$ cat config.mk
export PLATFORM = sky130hd
export DESIGN_NAME = rf_mp_flat
export DESIGN_NICKNAME = d
export VERILOG_FILES = /design/src/rtl/rf_pkg.sv /design/src/rtl/rf_mp_if.sv /design/src/rtl/rf_scoreboard.sv /design/src/rtl/rf_mp.sv /design/src/flat_wrapper.sv
export SDC_FILE = /design/constraint.sdc
export NUM_CORES = 2
export LEC_CHECK = 0
export CAP_MARGIN = 10
export CORE_MARGIN = 8
export CORE_UTILIZATION = 45
export CTS_BUF_LIST = sky130_fd_sc_hd__clkbuf_16
export DETAILED_ROUTE_END_ITERATION = 10
export GPL_TIMING_DRIVEN = 0
export MAX_ROUTING_LAYER = met4
export PLACE_DENSITY = 0.7
export SKIP_LAST_GASP = 1
export SYNTH_ARGS = -nofsm -noshare
export SYNTH_HDL_FRONTEND = slang
export SYNTH_SLANG_ARGS = --single-unit
$ cat constraint.sdc
create_clock -name clk -period 2.2 [get_ports clk]
set_input_delay 0.22 -clock clk [delete_from_list [all_inputs] [get_ports clk]]
set_output_delay 0.22 -clock clk [all_outputs]
set_load 0.02 [all_outputs]
$ cat src/rtl/rf_pkg.sv
// rtl/rf_pkg.sv - default sizing, address-width helper and typedefs for the register file
package rf_pkg;

    localparam int RF_XLEN  = 32;
    localparam int RF_NREGS = 32;

    function automatic int rf_aw(input int nregs);
        return $clog2(nregs);
    endfunction

    localparam int RF_AW = rf_aw(RF_NREGS);

    typedef logic [RF_AW-1:0]   rf_addr_t;
    typedef logic [RF_XLEN-1:0] rf_data_t;

endpackage

$ cat src/rtl/rf_mp_if.sv
// rtl/rf_mp_if.sv - read, write and reserve ports of the multi-port register file
interface rf_mp_if
    import rf_pkg::*;
#(
    parameter int XLEN   = RF_XLEN,
    parameter int NREGS  = RF_NREGS,
    parameter int NUM_RD = 2,
    parameter int NUM_WR = 1,
    parameter int AW     = rf_aw(NREGS)
);
    logic [NUM_RD-1:0][AW-1:0]   rd_addr;
    logic [NUM_RD-1:0][XLEN-1:0] rd_data;
    logic [NUM_RD-1:0]           rd_busy;
    logic [NUM_WR-1:0]           wr_en;
    logic [NUM_WR-1:0][AW-1:0]   wr_addr;
    logic [NUM_WR-1:0][XLEN-1:0] wr_data;
    logic                        rsv_en;
    logic [AW-1:0]               rsv_addr;

    modport master (
        output rd_addr, wr_en, wr_addr, wr_data, rsv_en, rsv_addr,
        input  rd_data, rd_busy
    );

    modport slave (
        input  rd_addr, wr_en, wr_addr, wr_data, rsv_en, rsv_addr,
        output rd_data, rd_busy
    );
endinterface

$ cat src/rtl/rf_scoreboard.sv
// rtl/rf_scoreboard.sv - per-register busy bits: set by issue reserve, cleared by writeback
module rf_scoreboard
    import rf_pkg::*;
#(
    parameter int NREGS    = RF_NREGS,
    parameter int NUM_RD   = 2,
    parameter int NUM_WR   = 1,
    parameter int ZERO_REG = 1,
    parameter int BYPASS   = 1,
    parameter int AW       = rf_aw(NREGS)
) (
    input  logic                      clk,
    input  logic                      rst_n,
    input  logic [NUM_WR-1:0]         wr_en,
    input  logic [NUM_WR-1:0][AW-1:0] wr_addr,
    input  logic                      rsv_en,
    input  logic [AW-1:0]             rsv_addr,
    input  logic [NUM_RD-1:0][AW-1:0] rd_addr,
    output logic [NUM_RD-1:0]         rd_busy
);
    logic [NREGS-1:0] busy_q;
    logic [NREGS-1:0] busy_d;
    logic             rsv_ok;

    assign rsv_ok = rsv_en && !(ZERO_REG != 0 && rsv_addr == AW'(0));

    // Clear before set: a same-cycle reserve belongs to a newer instruction.
    always_comb begin
        busy_d = busy_q;
        for (int i = 0; i < NUM_WR; i++) begin
            if (wr_en[i]) busy_d[wr_addr[i]] = 1'b0;
        end
        if (rsv_ok) busy_d[rsv_addr] = 1'b1;
    end

    always_ff @(posedge clk or negedge rst_n) begin
        if (!rst_n) busy_q <= '0;
        else        busy_q <= busy_d;
    end

    always_comb begin
        rd_busy = '0;
        for (int j = 0; j < NUM_RD; j++) begin
            rd_busy[j] = busy_q[rd_addr[j]];
            if (BYPASS != 0 && !(ZERO_REG != 0 && rd_addr[j] == AW'(0))) begin
                for (int i = 0; i < NUM_WR; i++) begin
                    if (wr_en[i] && wr_addr[i] == rd_addr[j])
                        rd_busy[j] = rsv_ok && rsv_addr == rd_addr[j];
                end
            end
            if (!rst_n) rd_busy[j] = 1'b0;
        end
    end
endmodule

$ cat src/rtl/rf_mp.sv
// rtl/rf_mp.sv - parametrised multi-port register file with optional bypass and zero register
module rf_mp
    import rf_pkg::*;
#(
    parameter int XLEN     = RF_XLEN,
    parameter int NREGS    = RF_NREGS,
    parameter int NUM_RD   = 2,
    parameter int NUM_WR   = 1,
    parameter int ZERO_REG = 1,
    parameter int BYPASS   = 1
) (
    input logic     clk,
    input logic     rst_n,
    rf_mp_if.slave  bus
);
    localparam int AW = rf_aw(NREGS);

    logic [NREGS-1:0][XLEN-1:0]  mem_q;
    logic [NREGS-1:0][XLEN-1:0]  mem_d;
    logic [NUM_RD-1:0][XLEN-1:0] rd_data_c;

    // Ascending port order lets the highest-index writer win a collision.
    always_comb begin
        mem_d = mem_q;
        for (int i = 0; i < NUM_WR; i++) begin
            if (bus.wr_en[i] && !(ZERO_REG != 0 && bus.wr_addr[i] == AW'(0)))
                mem_d[bus.wr_addr[i]] = bus.wr_data[i];
        end
    end

    always_ff @(posedge clk or negedge rst_n) begin
        if (!rst_n) mem_q <= '0;
        else        mem_q <= mem_d;
    end

    always_comb begin
        rd_data_c = '0;
        for (int j = 0; j < NUM_RD; j++) begin
            rd_data_c[j] = mem_q[bus.rd_addr[j]];
            if (BYPASS != 0) begin
                for (int i = 0; i < NUM_WR; i++) begin
                    if (bus.wr_en[i] && bus.wr_addr[i] == bus.rd_addr[j])
                        rd_data_c[j] = bus.wr_data[i];
                end
            end
            if (ZERO_REG != 0 && bus.rd_addr[j] == AW'(0)) rd_data_c[j] = '0;
            // Bypassed write data must not leak out while reset is held.
            if (!rst_n) rd_data_c[j] = '0;
        end
    end

    assign bus.rd_data = rd_data_c;

    rf_scoreboard #(
        .NREGS    (NREGS),
        .NUM_RD   (NUM_RD),
        .NUM_WR   (NUM_WR),
        .ZERO_REG (ZERO_REG),
        .BYPASS   (BYPASS),
        .AW       (AW)
    ) u_scoreboard (
        .clk      (clk),
        .rst_n    (rst_n),
        .wr_en    (bus.wr_en),
        .wr_addr  (bus.wr_addr),
        .rsv_en   (bus.rsv_en),
        .rsv_addr (bus.rsv_addr),
        .rd_addr  (bus.rd_addr),
        .rd_busy  (bus.rd_busy)
    );
endmodule

$ cat src/flat_wrapper.sv
// flat-port wrapper written by rule: the top's interface ports become plain ports
module rf_mp_flat import rf_pkg::*;
#(
    parameter int XLEN     = RF_XLEN,
    parameter int NREGS    = RF_NREGS,
    parameter int NUM_RD   = 2,
    parameter int NUM_WR   = 1,
    parameter int ZERO_REG = 1,
    parameter int BYPASS   = 1
)
  (clk, rst_n, bus_rd_addr, bus_wr_en, bus_wr_addr, bus_wr_data, bus_rsv_en, bus_rsv_addr, bus_rd_data, bus_rd_busy);
  rf_mp_if #(.NUM_WR(NUM_WR), .XLEN(XLEN), .NREGS(NREGS), .NUM_RD(NUM_RD)) bus_i ();
  input logic clk;
  input logic rst_n;
  input wire logic [$bits(bus_i.rd_addr)-1:0] bus_rd_addr;
  input wire logic [$bits(bus_i.wr_en)-1:0] bus_wr_en;
  input wire logic [$bits(bus_i.wr_addr)-1:0] bus_wr_addr;
  input wire logic [$bits(bus_i.wr_data)-1:0] bus_wr_data;
  input wire logic [$bits(bus_i.rsv_en)-1:0] bus_rsv_en;
  input wire logic [$bits(bus_i.rsv_addr)-1:0] bus_rsv_addr;
  output wire logic [$bits(bus_i.rd_data)-1:0] bus_rd_data;
  output wire logic [$bits(bus_i.rd_busy)-1:0] bus_rd_busy;
  assign bus_i.rd_addr = bus_rd_addr;
  assign bus_i.wr_en = bus_wr_en;
  assign bus_i.wr_addr = bus_wr_addr;
  assign bus_i.wr_data = bus_wr_data;
  assign bus_i.rsv_en = bus_rsv_en;
  assign bus_i.rsv_addr = bus_rsv_addr;
  assign bus_rd_data = bus_i.rd_data;
  assign bus_rd_busy = bus_i.rd_busy;
  rf_mp #(.XLEN(XLEN), .NREGS(NREGS), .NUM_RD(NUM_RD), .NUM_WR(NUM_WR), .ZERO_REG(ZERO_REG), .BYPASS(BYPASS)) u_core (.clk(clk), .rst_n(rst_n), .bus(bus_i));
endmodule
==> impl_metrics.csv <==
group,metric,value,unit
outcome,status,"finished with violations",
outcome,violations,"capacitance limit, slew limit, setup timing",
setup_path,path_max_fanout,2,
global_routing,grt_overflow_total,0,
floorplanning,ios,122,
drt,drt-initial-drc-count,8778,
synth,syn_inst,4157,
cells_and_area,layout.nets,4632,
setup_path,path_buf_inv,1,
pwr,p_int,41.9,mW
sta,fmax,0.313,GHz
setup_path,rrSetupSlack,1.28,ns
pwr,pwr-share-seq,0.425,
drt,wl_per_cell,47.0,µm
drt,routed_via_density,7.38,
drt,ant_nets,0,
synth,synth-edff-count,0,
pwr,vdd_drop_max,0.000642,V
cells_and_area,ff_latch_area,26400,µm²
min_path,hold_path.class,"in -> reg",
sta,worst_slack,-0.998,ns
sta,drv_slew,22,
sta,period_share,1.45,
floorplanning,die_w,376,µm
cts,clock_sinks,1056,
setup_path,crit_top_cell,"mux4_2",
setup_path,worst-path-stages,5,
cts,worstSkewPairLatency,0.76,ns
setup_path,required,1.98,ns
setup_path,endpoint_kind,"output pin",
synth,synth_cell_types,65,
cells_and_area,mostFrequentLayoutCell,"dfrtp_1",
sta,rsz0062_at_grt,"true",
setup_path,cpPeakStageDelay,0.58,ns
pwr,p_leak,30.8,nW
synth,synth_seq_area_share,0.454,
drt,dr_total_vias,47600,
setup_path,arrival,2.98,ns
synth,yosys_most_used_dff,"dfrtp_1",
place,port_buffers,106,
cts,tritoncts,"yes",
cts,htree_levels,3,
place,post-place-ws,-3.41,ns
global_routing,grt_max_degree,161,
floorplanning,start_util,0.451,
sta,period_minus_slack,3.20,ns
min_path,min_to,"u_core.u_scoreboard.busy_q[0]",
global_routing,grt_pass1_wl,402000,µm
cells_and_area,syn_to_final_growth,22.2,%
cells_and_area,fill_cells,10500,
floorplanning,rows,132,
cts,cts-root-buf,"clkbuf_16",
synth,netlist_area,58200,µm²
global_routing,antenna_found_initial,28,
pwr,finalPower,61.3,mW
setup_path,crit_slowest_cell,"mux4_2",
floorplanning,die_h,376,µm
synth,ys_ff_latch,1056,
cts,numCtsBuffers,114,
pwr,pwr-share-clk,0.319,
sta,maxSlewHeadroom,-0.0172,
cells_and_area,drive_gt1_frac,0.489,
setup_path,crit_chain,"mux4_2, mux4_2, mux2_4, a22o_4, buf_6",
synth,syn_nets,4213,
cells_and_area,multi_input_area,31100,µm²
sta,finalHoldViolCount,0,
pwr,combinationalPowerShare,0.256,
drt,wl,304000,µm
synth,yosysWarnings,0,
place,post-dp-hpwl,198000,µm
setup_path,crit_family,"multiplexers",
synth,async_reset_ff_frac,1.00,
global_routing,grtUsageTotal,0.433,
sta,finalSetupViolCount,147,
cells_and_area,final_cell_mix,"dfrtp_1, mux2_2, mux4_2",
setup_path,reg2reg_from,"u_core.mem_q[702]",
place,gp_congestion,1.08,
run,maxCapViolations,2,
cts,clockBufferDepth,3,
setup_path,crit_type,"reg -> out",
floorplanning,coreArea,129000,µm²
drt,detail_route.first_pass.iterations,7,
setup_path,start_kind,"flip-flop",
floorplanning,die-area,141000,µm²
pwr,p_switching,19.3,mW
global_routing,grt_pass1_vias,45400,
pwr,powerDensity,861,nW/µm²
setup_path,rr_endpoint,"u_core.mem_q[702]",
setup_path,r2r_cells,2,
cts,clk_pin_slew,0.06,ns
pwr,swShare,0.315,
sta,worst_pin_slew,1.53,ns
sta,fin_skew,0,ns
synth,syn_avg_cell_area,14.0,µm²
sta,holdWs,0.0211,ns
min_path,hold_depth,3,
min_path,hold_start,"bus_wr_addr[1]",
drt,drcViolationCount,0,
cell type report:
| type | count | area share |
|---|---|---|
| inverter | 6 | 0.000493 |
| timing repair buffer | 305 | 0.0516 |
| tap | 1742 | 0.0306 |
| buffer | 457 | 0.0567 |
| clock buffer | 116 | 0.0408 |
| multi-input combinational | 2636 | 0.437 |
| clock inverter | 93 | 0.0100 |
| sequential | 1056 | 0.372 |
| antenna | 43 | 0.00151 |
layer usage:
layer  GRT usage  vias to the layer above  share of wire
met5           -                        -              0
met1       0.500                    24500           0.34
met2       0.555                     4658           0.39
li1            -                    16800              -
met4       0.363                        0           0.11
met3       0.216                     1602           0.16
synthesized netlist by cell type, drive strengths merged, types with 5 or more instances:
library cell	instances	share of area
a221oi	58	0.011
a22oi	24	0.0031
a22o	21	0.0032
nand2b	6	0.00064
nor4	6	0.00086
a31oi	19	0.0020
dfrtp	1056	0.45
inv	5	0.00032
xnor2	6	0.00090
xor2	14	0.0021
a32o	6	0.0010
a21oi	82	0.0070
nor3	29	0.0025
nand2	119	0.0077
nor2	102	0.0066
o21ai	108	0.0093
a2111oi	29	0.0052
o221ai	10	0.0015
nor3b	10	0.0013
a221o	17	0.0029
nand3b	8	0.0010
nand3	26	0.0023
nor2b	6	0.00064
clkbuf	253	0.016
mux2	1097	0.21
a211oi	46	0.0061
buf	206	0.027
mux4	378	0.15
o22ai	54	0.0058
mux2i	302	0.052
and3	20	0.0021
tightest hold or removal path, cell delays in order:
cell and delay [ns]:
buf_4 0.19, nor3b_1 0.15, a21boi_0 0.19
power by group through the flow:
stage | registers, mW | logic [mW] | clock network (mW)
after floorplan | 25.1 | 9.10 | 0
after global placement | 26.0 | 12.6 | 0
after detailed placement | 26.1 | 13.3 | 0
after CTS | 25.8 | 14.6 | 19.3
after global routing | 26.4 | 16.1 | 20.1
final | 26.0 | 15.7 | 19.5
metrics by stage:
stage / instances / instance area (µm²) / TNS, ns / util
global placement: 6005 / 61500 / - / 0.477
detailed placement: 6054 / 62500 / -814.22 / 0.484
CTS: 6361 / 69800 / -35.26 / 0.541
finish: 6454 / 71100 / -42.25 / 0.551
floorplan: 4157 / 58300 / -1.62 / -
global route: 6439 / 71100 / -35.97 / 0.551
how the worst max path moves through the flow:
| stage | startpoint | endpoint | slack, ns |
|---|---|---|---|
| 3_5_place_dp | rst_n | bus_rd_data[27] | -3.41 |
| 6_report | u_core.mem_q[498] | bus_rd_data[18] | -1.0 |
| 2_1_floorplan | bus_rd_addr[9] | bus_rd_data[33] | -0.1 |
| 4_1_cts | u_core.mem_q[402] | bus_rd_data[18] | -0.95 |
| 5_1_grt | u_core.mem_q[434] | bus_rd_data[18] | -0.94 |
| 3_3_place_gp | rst_n | u_core.mem_q[279] | -48.05 |
cell families (layout without fill, tap and decap cells):
| logic type | count (synthesis) | count (layout) | synth area share |
|---|---|---|---|
| xor+xnor | 20 | 20 | 0.00301 |
| other cells | 0 | 43 | 0 |
| mux | 1777 | 1777 | 0.411 |
| flops | 1056 | 1056 | 0.454 |
| compound gates | 492 | 492 | 0.0609 |
| buf+inv | 465 | 977 | 0.0440 |
| simple gates | 347 | 347 | 0.0275 |
flip-flops by register name (all words and copies together) (netlist names):
name	count
u_core.mem_q	1024
u_core.u_scoreboard.busy_q	32
repair_timing:
| action | CTS | global route |
|---|---|---|
| hold buffers | 13 | 0 |
| cloned | 12 | 0 |
| pin swaps | 158 | 101 |
| endpoints found under the hold margin | 624 | 0 |
| resized for setup | 1031 | 186 |
| buffers inserted | 74 | 49 |
| setup endpoints to repair | 296 | 110 |
Power figures use the tool's default switching activity.
